**config.mk**
```make
export PLATFORM = sky130hd
export DESIGN_NAME = count_updown_mod
export DESIGN_NICKNAME = d
export VERILOG_FILES = /design/src/rtl/count_pkg.sv /design/src/rtl/count_prescaler.sv /design/src/rtl/count_updown_mod.sv
export SDC_FILE = /design/constraint.sdc
export NUM_CORES = 1
export LEC_CHECK = 0
export CAP_MARGIN = 10
export CORE_UTILIZATION = 43
export DETAILED_ROUTE_END_ITERATION = 10
export GPL_TIMING_DRIVEN = 0
export PLACE_DENSITY = 0.86
export SLEW_MARGIN = 10
export SYNTH_ARGS = -nofsm -noshare
export SYNTH_HDL_FRONTEND = slang
export SYNTH_SLANG_ARGS = --single-unit
```
**constraint.sdc**
```tcl
create_clock -name clk -period 2.05 [get_ports clk]
set_input_delay 0.5125 -clock clk [delete_from_list [all_inputs] [get_ports clk]]
set_output_delay 0.5125 -clock clk [all_outputs]
set_load 0.01 [all_outputs]
```
**src/rtl/count_pkg.sv**
```systemverilog
// Shared encodings for the up/down counter family.
package count_pkg;

    // Run-time counting mode, matches the 2-bit mode port encoding.
    typedef enum logic [1:0] {
        MODE_WRAP    = 2'b00,
        MODE_SAT     = 2'b01,
        MODE_ONESHOT = 2'b10,
        MODE_HOLD    = 2'b11
    } mode_e;

    // One-shot FSM: DONE is left only by load or reset.
    typedef enum logic {
        RUN  = 1'b0,
        DONE = 1'b1
    } state_e;

endpackage

```
**src/rtl/count_prescaler.sv**
```systemverilog
// Enable prescaler: emits a one-cycle tick every PRESCALE enabled cycles.
module count_prescaler #(
    parameter int unsigned PRESCALE = 1
) (
    input  logic clk,
    input  logic reset,
    input  logic en,
    input  logic clr,
    output logic tick
);

    localparam int unsigned CW = (PRESCALE > 1) ? $clog2(PRESCALE) : 1;
    localparam logic [CW-1:0] LAST = CW'(PRESCALE - 1);

    logic [CW-1:0] cnt_q, cnt_d;

    // With PRESCALE=1 the counter sits at 0, so tick reduces to en.
    assign tick = en && (cnt_q == LAST);

    // Next prescale count: clear wins, wrap on tick, hold while disabled.
    always_comb begin
        cnt_d = cnt_q;
        if (clr) begin
            cnt_d = '0;
        end else if (tick) begin
            cnt_d = '0;
        end else if (en) begin
            cnt_d = cnt_q + CW'(1);
        end
    end

    // Prescale count register with synchronous active-low reset.
    always_ff @(posedge clk) begin
        if (!reset) begin
            cnt_q <= '0;
        end else begin
            cnt_q <= cnt_d;
        end
    end

endmodule

```
**src/rtl/count_updown_mod.sv**
```systemverilog
// Loadable modulo-MODULUS up/down counter with prescaler, mode select and flags.
module count_updown_mod
    import count_pkg::*;
#(
    parameter int unsigned WIDTH    = 4,
    parameter int unsigned MODULUS  = 16,
    parameter int unsigned PRESCALE = 1
) (
    input  logic             clk,
    input  logic             reset,
    input  logic             en,
    input  logic             load,
    input  logic [WIDTH-1:0] d,
    input  logic             up_dn,
    input  logic [1:0]       mode,
    output logic [WIDTH-1:0] q,
    output logic             tc,
    output logic             wrap,
    output logic             done
);

    localparam logic [WIDTH-1:0] QMAX = WIDTH'(MODULUS - 1);

    logic             tick;
    mode_e            mode_s;
    state_e           state_q, state_d;
    logic [WIDTH-1:0] q_q, q_d, step_val;
    logic             wrap_q, wrap_d;
    logic             done_q, done_d;

    // Load restarts the prescale phase so the first step is PRESCALE cycles later.
    count_prescaler #(
        .PRESCALE (PRESCALE)
    ) u_prescaler (
        .clk   (clk),
        .reset (reset),
        .en    (en),
        .clr   (load),
        .tick  (tick)
    );

    assign mode_s = mode_e'(mode);
    assign tc     = up_dn ? (q_q == QMAX) : (q_q == '0);

    // Only used away from the terminal, so it never leaves 0..MODULUS-1.
    assign step_val = up_dn ? (q_q + WIDTH'(1)) : (q_q - WIDTH'(1));

    // Next counter value, one-shot state and flags; load overrides any step.
    always_comb begin
        q_d     = q_q;
        state_d = state_q;
        wrap_d  = 1'b0;
        done_d  = done_q;
        if (load) begin
            q_d     = (d > QMAX) ? QMAX : d;
            state_d = RUN;
            done_d  = 1'b0;
        end else if (tick && (state_q == RUN)) begin
            unique case (mode_s)
                MODE_WRAP: begin
                    if (tc) begin
                        q_d    = up_dn ? '0 : QMAX;
                        wrap_d = 1'b1;
                    end else begin
                        q_d = step_val;
                    end
                end
                MODE_SAT: begin
                    if (!tc) q_d = step_val;
                end
                MODE_ONESHOT: begin
                    if (tc) begin
                        state_d = DONE;
                        done_d  = 1'b1;
                    end else begin
                        q_d = step_val;
                    end
                end
                MODE_HOLD: ;
                default: ;
            endcase
        end
    end

    // Counter, FSM and flag registers with synchronous active-low reset.
    always_ff @(posedge clk) begin
        if (!reset) begin
            q_q     <= '0;
            state_q <= RUN;
            wrap_q  <= 1'b0;
            done_q  <= 1'b0;
        end else begin
            q_q     <= q_d;
            state_q <= state_d;
            wrap_q  <= wrap_d;
            done_q  <= done_d;
        end
    end

    assign q    = q_q;
    assign wrap = wrap_q;
    assign done = done_q;

endmodule

```
==> impl_metrics.csv, run 1 <==
group,metric,value,unit
yosys,yosys.area.top_type,"dfxtp_1",
power_and_ir_drop,power_density,579,nW/um^2
sta,max_freq,494,MHz
sta,slew_headroom,0.715,
power_and_ir_drop,vdd_drop_max,0.346,mV
clock_network,cts_tree,"yes",
power_and_ir_drop,switchingPower,145,uW
power_and_ir_drop,p_int,305,uW
drt,drc,0,
sta,timing.final.crit_share,0.987,
sta,slew_violations,0,
yosys,yosysWarnings,0,
finish,nets,101,
place,place.detailed.hpwl,1010,um
clock_network,insertion_delay,0.27,ns
drt,antenna_left,0,
worst_hold_path,hold_path.class,"reg2reg",
sta,setup_viol,0,
finish,instances_no_fill,98,
grt,grt_pass1_wl,2250,um
setup_path,path_cells,"or4_4 -> mux2i_4 -> buf_6",
setup_path,crit_start,"q[1]",
yosys,syn_area,559,um^2
sta,period_needed,2.02,ns
sta,finClkSkew,0.00533,ns
clock_network,clockRootBuffer,"clkbuf_4",
clock_network,htree_levels,1,
power_and_ir_drop,pwr-share-clk,0.304,
drt,drt_wl_total,1370,um
clock_network,clk_path_buf_depth,2,
setup_path,r2r-start,"q[1]",
setup_path,critPathCaptureType,"output port",
power_and_ir_drop,total_power,450,uW
power_and_ir_drop,sequentialPowerShare,0.354,
drt,vias_per_cell,5.86,
setup_path,r2r_end,"q[3]",
floorplanning,dieArea,1450,um^2
power_and_ir_drop,total_leakage_power,0.000331,uW
setup_path,slowest_stage,"or4_4",
yosys,ys_ff_latch,7,
setup_path,ff2ff_setup_slack,0.27,ns
drt,drt_iter0_drc,12,
setup_path,crit_end,"tc",
drt,dr.pass1.iters,4,
sta,tightest_slew,0.427,ns
place,dp.cells,92,
yosys,ys_types,36,
setup_path,cp-start-kind,"register",
floorplanning,die-height,38.1,um
clock_network,clk_pin_slew,0.06,ns
grt,grt-ovfl-total,0,
worst_hold_path,worstHoldStart,"u_prescaler.cnt_q",
floorplanning,core,1160,um^2
setup_path,worstRegToRegCells,6,
floorplanning,ios,18,
grt,grt_util_all_layers,0.229,
setup_path,path_class,"reg2out",
yosys,yosys.area.top_type_share,0.251,
setup_path,worstPathRequired,1.54,ns
yosys,ys_seq_area_frac,0.251,
clock_network,clock_sinks,7,
setup_path,critPathMaxStageDelay,0.55,ns
drt,num_vias,574,
yosys,synth_nets,78,
grt,grt_pass1_vias,550,
place,io_buffers,16,
yosys,syn_avg_cell_area,9.02,um^2
power_and_ir_drop,switching_share,0.322,
sta,holdWs,0.463,ns
finish,fin_util,0.672,
run_status,status,"completed",
floorplanning,rows,12,
power_and_ir_drop,pwr-share-comb,0.342,
place,gp_congestion,0.775,
floorplanning,initial_core_util,0.484,
job,maxCapViolations,0,
grt,antenna_found_initial,0,
floorplanning,chipWidth,38.1,um
finish,area_growth,38.9,%
finish,drive_gt1_frac,0.167,
drt,wire_per_inst,14.0,um
setup_path,cp_data_arrival_time,1.51,ns
clock_network,cts_buffers,3,
yosys,synthCells,62,
grt,grt_max_degree,11,
place,preCtsSetupSlack,-0.611,ns
setup_path,crit_path_max_fanout,6,
finish,antenna_cells,0,
sta,setup_slack,0.0275,ns
yosys,synth.area.top_cells,"dfxtp_1 25%, ha_1 8.9%, o211a_1 5.4%",
sta,hold_viol_final,0,
-- flip-flops by register name, summed over array words and instances (netlist names) --
name               cells
wrap                   1
done                   1
u_prescaler.cnt_q      1
q                      4
-- cells in the mapped netlist --
master / count
dfxtp_1: 7
inv_1: 6
ha_1: 4
nor2_1: 4
o211a_1: 3
a211oi_1: 2
a21oi_1: 2
nand3_1: 2
nor3_1: 2
o211ai_1: 2
o21a_1: 2
o21ai_0: 2
a211o_1: 1
a41oi_1: 1
and3_1: 1
and3_2: 1
and4_1: 1
clkbuf_1: 1
fa_1: 1
mux2i_4: 1
nand2_1: 1
nand3b_1: 1
nand4_1: 1
nor2b_1: 1
nor3b_1: 1
nor4_1: 1
o2111a_1: 1
o211ai_2: 1
o21ai_1: 1
o221ai_1: 1
o31a_1: 1
o31a_2: 1
o31ai_1: 1
or4_4: 1
xnor2_1: 1
xor2_1: 1
-- logic make-up (layout without fill, tap and decap cells) --
logic type | Yosys count | after routing | synth area share
AOI/OAI and AO/OA | 22 | 22 | 0.315
and+or+nand+nor | 18 | 18 | 0.190
DFF | 7 | 7 | 0.251
buffers and inverters | 7 | 29 | 0.0470
adders and majority gates | 5 | 5 | 0.125
xor gates and xnor gates | 2 | 2 | 0.0313
muxes | 1 | 1 | 0.0403
-- layout by cell type, fill, tap and decap left out, types with 2 or more instances in the layout --
cell type / instances
a21oi_1: 2
dfxtp_2: 2
clkdlybuf4s50_1: 14
clkbuf_4: 3
nor2_1: 4
nand3_1: 2
o21ai_0: 2
buf_4: 2
nor3_1: 2
a211oi_1: 2
o211ai_1: 2
o211a_1: 3
dfxtp_1: 5
ha_1: 4
clkbuf_1: 2
inv_1: 6
o21a_1: 2
-- power groups by stage --
stage | Clock (uW) | Combinational [uW] | Sequential (uW)
5_1_grt | 145 | 170 | 160
3_5_place_dp | 0 | 148 | 161
3_3_place_gp | 0 | 144 | 160
6_report | 137 | 154 | 159
4_1_cts | 139 | 150 | 159
2_1_floorplan | 0 | 88.8 | 161
-- per-stage QoR --
stage	cell area (um^2)	setup TNS, ns
finish	777	0
global route	777	-0.00192
CTS	768	0
detailed placement	737	-2.08
global placement	737	-1.90
floorplan	559	0
-- area by class of cell --
cell class,instances,area (um^2)
tap,14,17.5
inverter,6,22.5
sequential,7,143
fill,108,379
timing repair buffer,18,171
clock buffer,4,26.3
buffer,1,3.75
multi-input combinational,48,393
-- worst max-delay path: cells and delay by family, from the launching register on --
family | cells | cell delay (ns)
flops | 1 | 0.36
mux | 1 | 0.20
buf+inv | 1 | 0.13
simple gates | 1 | 0.55
-- per-layer routing --
| layer | up-vias | share of wire | global-route usage |
|---|---|---|---|
| li1 | 286 | - | - |
| met1 | 259 | 0.42 | 0.241 |
| met2 | 27 | 0.49 | 0.407 |
| met3 | 2 | 0.074 | 0.0872 |
| met4 | 0 | 0.010 | 0.0804 |
| met5 | - | 0 | 0 |
-- how the worst min path moves through the flow --
stage                         to  slack (ns)  cells past startpoint
4_1_cts        u_prescaler.cnt_q        0.47                      2
6_report       u_prescaler.cnt_q        0.46                      2
2_1_floorplan  u_prescaler.cnt_q        0.44                      2
5_1_grt        u_prescaler.cnt_q        0.50                      2
3_3_place_gp   u_prescaler.cnt_q        0.46                      2
3_5_place_dp   u_prescaler.cnt_q        0.46                      2
-- timing repair --
| action | CTS | global route |
|---|---|---|
| setup endpoints to repair | 4 | 2 |
| buffers inserted | 1 | 1 |
| gates resized for setup | 8 | 2 |
| hold buffers | 0 | 0 |
| pin swaps | 1 | 0 |
No activity file was read; power rests on OpenSTA's default activity.
==> run 2, diff against run 1 <==
==> constraint.sdc (replaced) <==
create_clock -name clk -period 2.3 [get_ports clk]
set_input_delay 0.575 -clock clk [delete_from_list [all_inputs] [get_ports clk]]
set_output_delay 0.575 -clock clk [all_outputs]
set_load 0.01 [all_outputs]
==> impl_metrics.csv, run 2 (synthesis gave the netlist of run 1 again) <==
group,metric,value,unit
sta,rsz0062_at_grt,"false",
sta,slew_violations,0,
clock_network,clk_pin_slew,0.06,ns
setup_path,worstRegToRegCells,5,
grt,grt_util_all_layers,0.227,
worst_hold_path,hold_path.class,"reg2reg",
setup_path,critPathMaxStageDelay,0.59,ns
setup_path,cp_data_arrival_time,1.60,ns
clock_network,clk_path_buf_depth,2,
grt,grt_max_degree,11,
sta,tightest_slew,0.437,ns
drt,drt_iter0_drc,16,
sta,setup_viol,0,
setup_path,cpLargestDelayFamily,"simple AND/OR/NAND/NOR gates",
floorplanning,initial_core_util,0.484,
clock_network,clockRootBuffer,"clkbuf_4",
finish,fillCellCount,113,
worst_hold_path,hold_depth,2,
setup_path,r2r-start,"q[1]",
sta,period_needed,2.18,ns
clock_network,clock_sinks,7,
sta,setup_slack,0.123,ns
floorplanning,chipWidth,38.1,um
sta,max_freq,459,MHz
sta,finClkSkew,0.00536,ns
grt,grt_pass1_vias,545,
place,preCtsSetupSlack,-0.486,ns
finish,area_growth,36.7,%
run_status,status,"completed",
floorplanning,core,1160,um^2
finish,drive_gt1_frac,0.120,
clock_network,htree_levels,1,
floorplanning,die-height,38.1,um
clock_network,cts_tree,"yes",
setup_path,path_class,"reg2out",
setup_path,crit_path_max_fanout,6,
sta,holdWs,0.463,ns
place,gp_congestion,0.775,
worst_hold_path,worstHoldStart,"u_prescaler.cnt_q",
drt,vias_per_cell,5.82,
worst_hold_path,hold_end,"u_prescaler.cnt_q",
floorplanning,dieArea,1450,um^2
grt,grt-ovfl-total,0,
power_and_ir_drop,power_density,518,nW/um^2
drt,drt_wl_total,1360,um
drt,wire_per_inst,14.0,um
grt,grt_pass1_wl,2240,um
place,place.detailed.hpwl,1010,um
grt,antenna_found_initial,0,
setup_path,worstPathRequired,1.73,ns
drt,num_vias,565,
finish,final_common_cell,"clkdlybuf4s50_1",
setup_path,r2r_end,"q[3]",
setup_path,slowest_stage,"or4_4",
drt,drc,0,
drt,antenna_left,0,
setup_path,path_cells,"or4_4 -> mux2i_4 -> clkbuf_2",
drt,dr.pass1.iters,4,
finish,antenna_cells,0,
power_and_ir_drop,total_leakage_power,0.000325,uW
clock_network,hold_buffers,0,
setup_path,cp.buffers_inverters,1,
setup_path,ff2ff_setup_slack,0.55,ns
finish,largest_register_ffs,4,
power_and_ir_drop,total_power,396,uW
sta,slew_headroom,0.708,
power_and_ir_drop,vdd_drop_max,0.309,mV
clock_network,insertion_delay,0.27,ns
setup_path,critPathCaptureType,"output port",
sta,timing.final.crit_share,0.947,
setup_path,cp-start-kind,"register",
floorplanning,ios,18,
job,maxCapViolations,0,
sta,hold_viol_final,0,
floorplanning,rows,12,
finish,nets,100,
finish,layout_common_cells,"14 x clkdlybuf4s50_1, 7 x dfxtp_1, 6 x inv_1",
clock_network,cts_buffers,3,
place,io_buffers,16,
-- run 2: cell types whose count changed in the layout (fill, tap and decap cells not counted), sizes merged --
cell         delta
buf             -2
dlygate4sd2     +1
-- run 2: where the power goes --
group,total [uW],internal [uW],switching [uW]
Sequential,141,129,12.5
Clock,122,66.8,55.1
Combinational,133,71.9,60.9
Total,396,267,129
-- run 2: layout make-up --
type | instances | area (um^2) | area share
Tap cell | 14 | 17.5 | 0.0229
Inverter | 6 | 22.5 | 0.0295
Sequential cell | 7 | 140 | 0.183
Multi-Input combinational cell | 48 | 393 | 0.514
Clock buffer | 4 | 26.3 | 0.0344
Buffer | 1 | 3.75 | 0.00491
Timing Repair Buffer | 17 | 161 | 0.211
-- run 2: timing repair --
action | CTS | global route
buffers inserted | 1 | 0
resized for setup | 2 | 2
endpoints found under the hold margin | 0 | 0
setup endpoints to repair | 2 | 1
-- run 2: through the flow --
stage	cells	util	setup TNS, ns	instance area (um^2)
finish	97	0.661	0	764
CTS	97	0.665	0	768
global route	97	0.661	0	764
floorplan	62	-	0	559
detailed placement	92	0.637	-1.32	737
global placement	92	0.637	-1.18	737
-- run 2: layer usage --
layer,GRT usage,wire [um],vias to the layer above
li1,-,-,282
met1,0.234,586,265
met2,0.411,680,16
met3,0.0872,80,2
met4,0.0804,14,0
met5,0,0,-
-- run 2: how the worst max path moves through the flow --
stage	cells past startpoint	endpoint	from	slack (ns)
after floorplan	6	q[3]	up_dn	0.48
after CTS	3	tc	q[1]	0.01
after global placement	3	tc	up_dn	-0.47
after detailed placement	3	tc	up_dn	-0.49
final	3	tc	q[1]	0.12
after global routing	7	q[3]	up_dn	0.04
-- run 2: worst reg2reg max path, delay by kind of cell, from the launching register on --
kind,cells,cell delay [ns]
AND/OR/NAND/NOR,1,0.60
flip-flops,1,0.38
AO/OA/AOI/OAI,2,0.31
multiplexers,1,0.19
buffers and inverters,1,0.18
==> run 3, diff against run 2 <==
--- a/config.mk
+++ b/config.mk
@@ -10,6 +10,7 @@
 export DETAILED_ROUTE_END_ITERATION = 10
 export GPL_TIMING_DRIVEN = 0
 export PLACE_DENSITY = 0.86
+export REMOVE_ABC_BUFFERS = 1
 export SLEW_MARGIN = 10
 export SYNTH_ARGS = -nofsm -noshare
 export SYNTH_HDL_FRONTEND = slang
==> impl_metrics.csv, run 3 (synthesis gave the netlist of run 1 again) <==
group,metric,value,unit
run_status,status,"completed",
drt,vias_per_cell,5.99,
clock_network,cts_buffers,3,
floorplanning,rows,12,
sta,rsz0062_at_grt,"false",
grt,grt_pass1_wl,2160,um
sta,hold_viol_final,0,
sta,period_needed,2.24,ns
worst_hold_path,hold_path.class,"reg2reg",
finish,multiInputGateArea,393,um^2
clock_network,htree_levels,1,
job,maxCapViolations,0,
drt,antenna_left,0,
setup_path,worstPathRequired,1.73,ns
finish,seq_area,140,um^2
grt,grt_pass1_vias,522,
place,gp_congestion,0.779,
setup_path,r2r-start,"q[1]",
finish,largest_register_ffs,4,
finish,final_common_cell,"clkdlybuf4s50_1",
floorplanning,chipWidth,38.1,um
drt,dr.pass1.iters,4,
finish,nets,100,
sta,slew_headroom,0.706,
drt,num_vias,581,
sta,max_freq,446,MHz
sta,finClkSkew,0.00545,ns
power_and_ir_drop,total_leakage_power,0.000331,uW
sta,tightest_slew,0.441,ns
place,io_buffers,17,
sta,setup_slack,0.0596,ns
sta,slew_violations,0,
floorplanning,core,1160,um^2
setup_path,crit_start,"q[1]",
floorplanning,dieArea,1450,um^2
drt,drt_wl_total,1320,um
drt,wire_per_inst,13.6,um
finish,antenna_cells,0,
floorplanning,ios,18,
grt,grt_util_all_layers,0.224,
power_and_ir_drop,vdd_drop_max,0.478,mV
sta,setup_viol,0,
clock_network,clk_pin_slew,0.05,ns
place,place.detailed.hpwl,995,um
sta,setup-tns-final,0,ns
setup_path,cp-start-kind,"register",
sta,timing.final.crit_share,0.974,
drt,drc,0,
grt,antenna_found_initial,0,
drt,drt_iter0_drc,10,
grt,grt-ovfl-total,0,
grt,grt_max_degree,11,
clock_network,hold_buffers,0,
setup_path,crit_path_max_fanout,6,
setup_path,path_class,"reg2out",
setup_path,critPathCaptureType,"output port",
finish,area_growth,38.5,%
clock_network,insertion_delay,0.25,ns
floorplanning,die-height,38.1,um
finish,drive_gt1_frac,0.108,
worst_hold_path,worstHoldStart,"u_prescaler.cnt_q",
clock_network,clk_path_buf_depth,2,
clock_network,clockRootBuffer,"clkbuf_4",
clock_network,cts_tree,"yes",
place,preCtsSetupSlack,-0.483,ns
finish,layout_common_cells,"15 x clkdlybuf4s50_1, 7 x dfxtp_1, 6 x inv_1",
power_and_ir_drop,power_density,500,nW/um^2
clock_network,clock_sinks,7,
finish,fillCellCount,102,
floorplanning,initial_core_util,0.484,
setup_path,cp_data_arrival_time,1.67,ns
-- run 3: cell count changes in the layout (fill, tap and decap cells not counted), sizes merged --
cell           before  now
dlygate4sd2         1    2
clkbuf              6    4
clkdlybuf4s50      14   15
-- run 3: layout make-up --
class,instances,area share
inverter,6,0.0291
multi-input combinational,48,0.507
timing repair buffer,18,0.226
sequential,7,0.181
clock buffer,4,0.0339
tap,14,0.0226
-- run 3: power by group --
| group | internal, uW | switching, uW |
|---|---|---|
| sequential | 129 | 12.7 |
| combinational | 73.2 | 60.8 |
| clock | 66.2 | 45.6 |
-- run 3: repair_timing --
action | 4_1_cts | 5_1_grt
setup endpoints to repair | 2 | 0
buffers inserted | 1 | 0
resized for setup | 2 | 0
-- run 3: critical path, cell delays in order, from the launching register on --
cell	delay (ns)
dfxtp_1	0.37
or4_4	0.58
mux2i_4	0.17
dlygate4sd2_1	0.29
-- run 3: metrics by stage --
step | util | area, um^2 | std cells | total power (uW) | hold WS (ns)
2_1_floorplan | - | 556 | 61 | 221 | 0.434
3_3_place_gp | 0.643 | 743 | 92 | 273 | 0.445
3_5_place_dp | 0.643 | 743 | 92 | 276 | 0.460
4_1_cts | 0.670 | 774 | 97 | 388 | 0.468
5_1_grt | 0.670 | 774 | 97 | 417 | 0.492
6_report | 0.670 | 774 | 97 | 387 | 0.467
-- run 3: final timing paths --
kind	endpoint	slack [ns]	depth (start not counted)
hold reg to reg	u_prescaler.cnt_q	0.47	2
setup / recovery	tc	0.06	3
hold / removal	u_prescaler.cnt_q	0.47	2
setup reg to reg	q[1]	0.60	4
-- run 3: metal layers --
layer | vias up | track usage | part of all wire
met4 | 0 | 0.0804 | 0.011
met5 | - | 0 | 0
met3 | 4 | 0.105 | 0.065
met1 | 271 | 0.227 | 0.42
li1 | 282 | - | -
met2 | 24 | 0.394 | 0.50
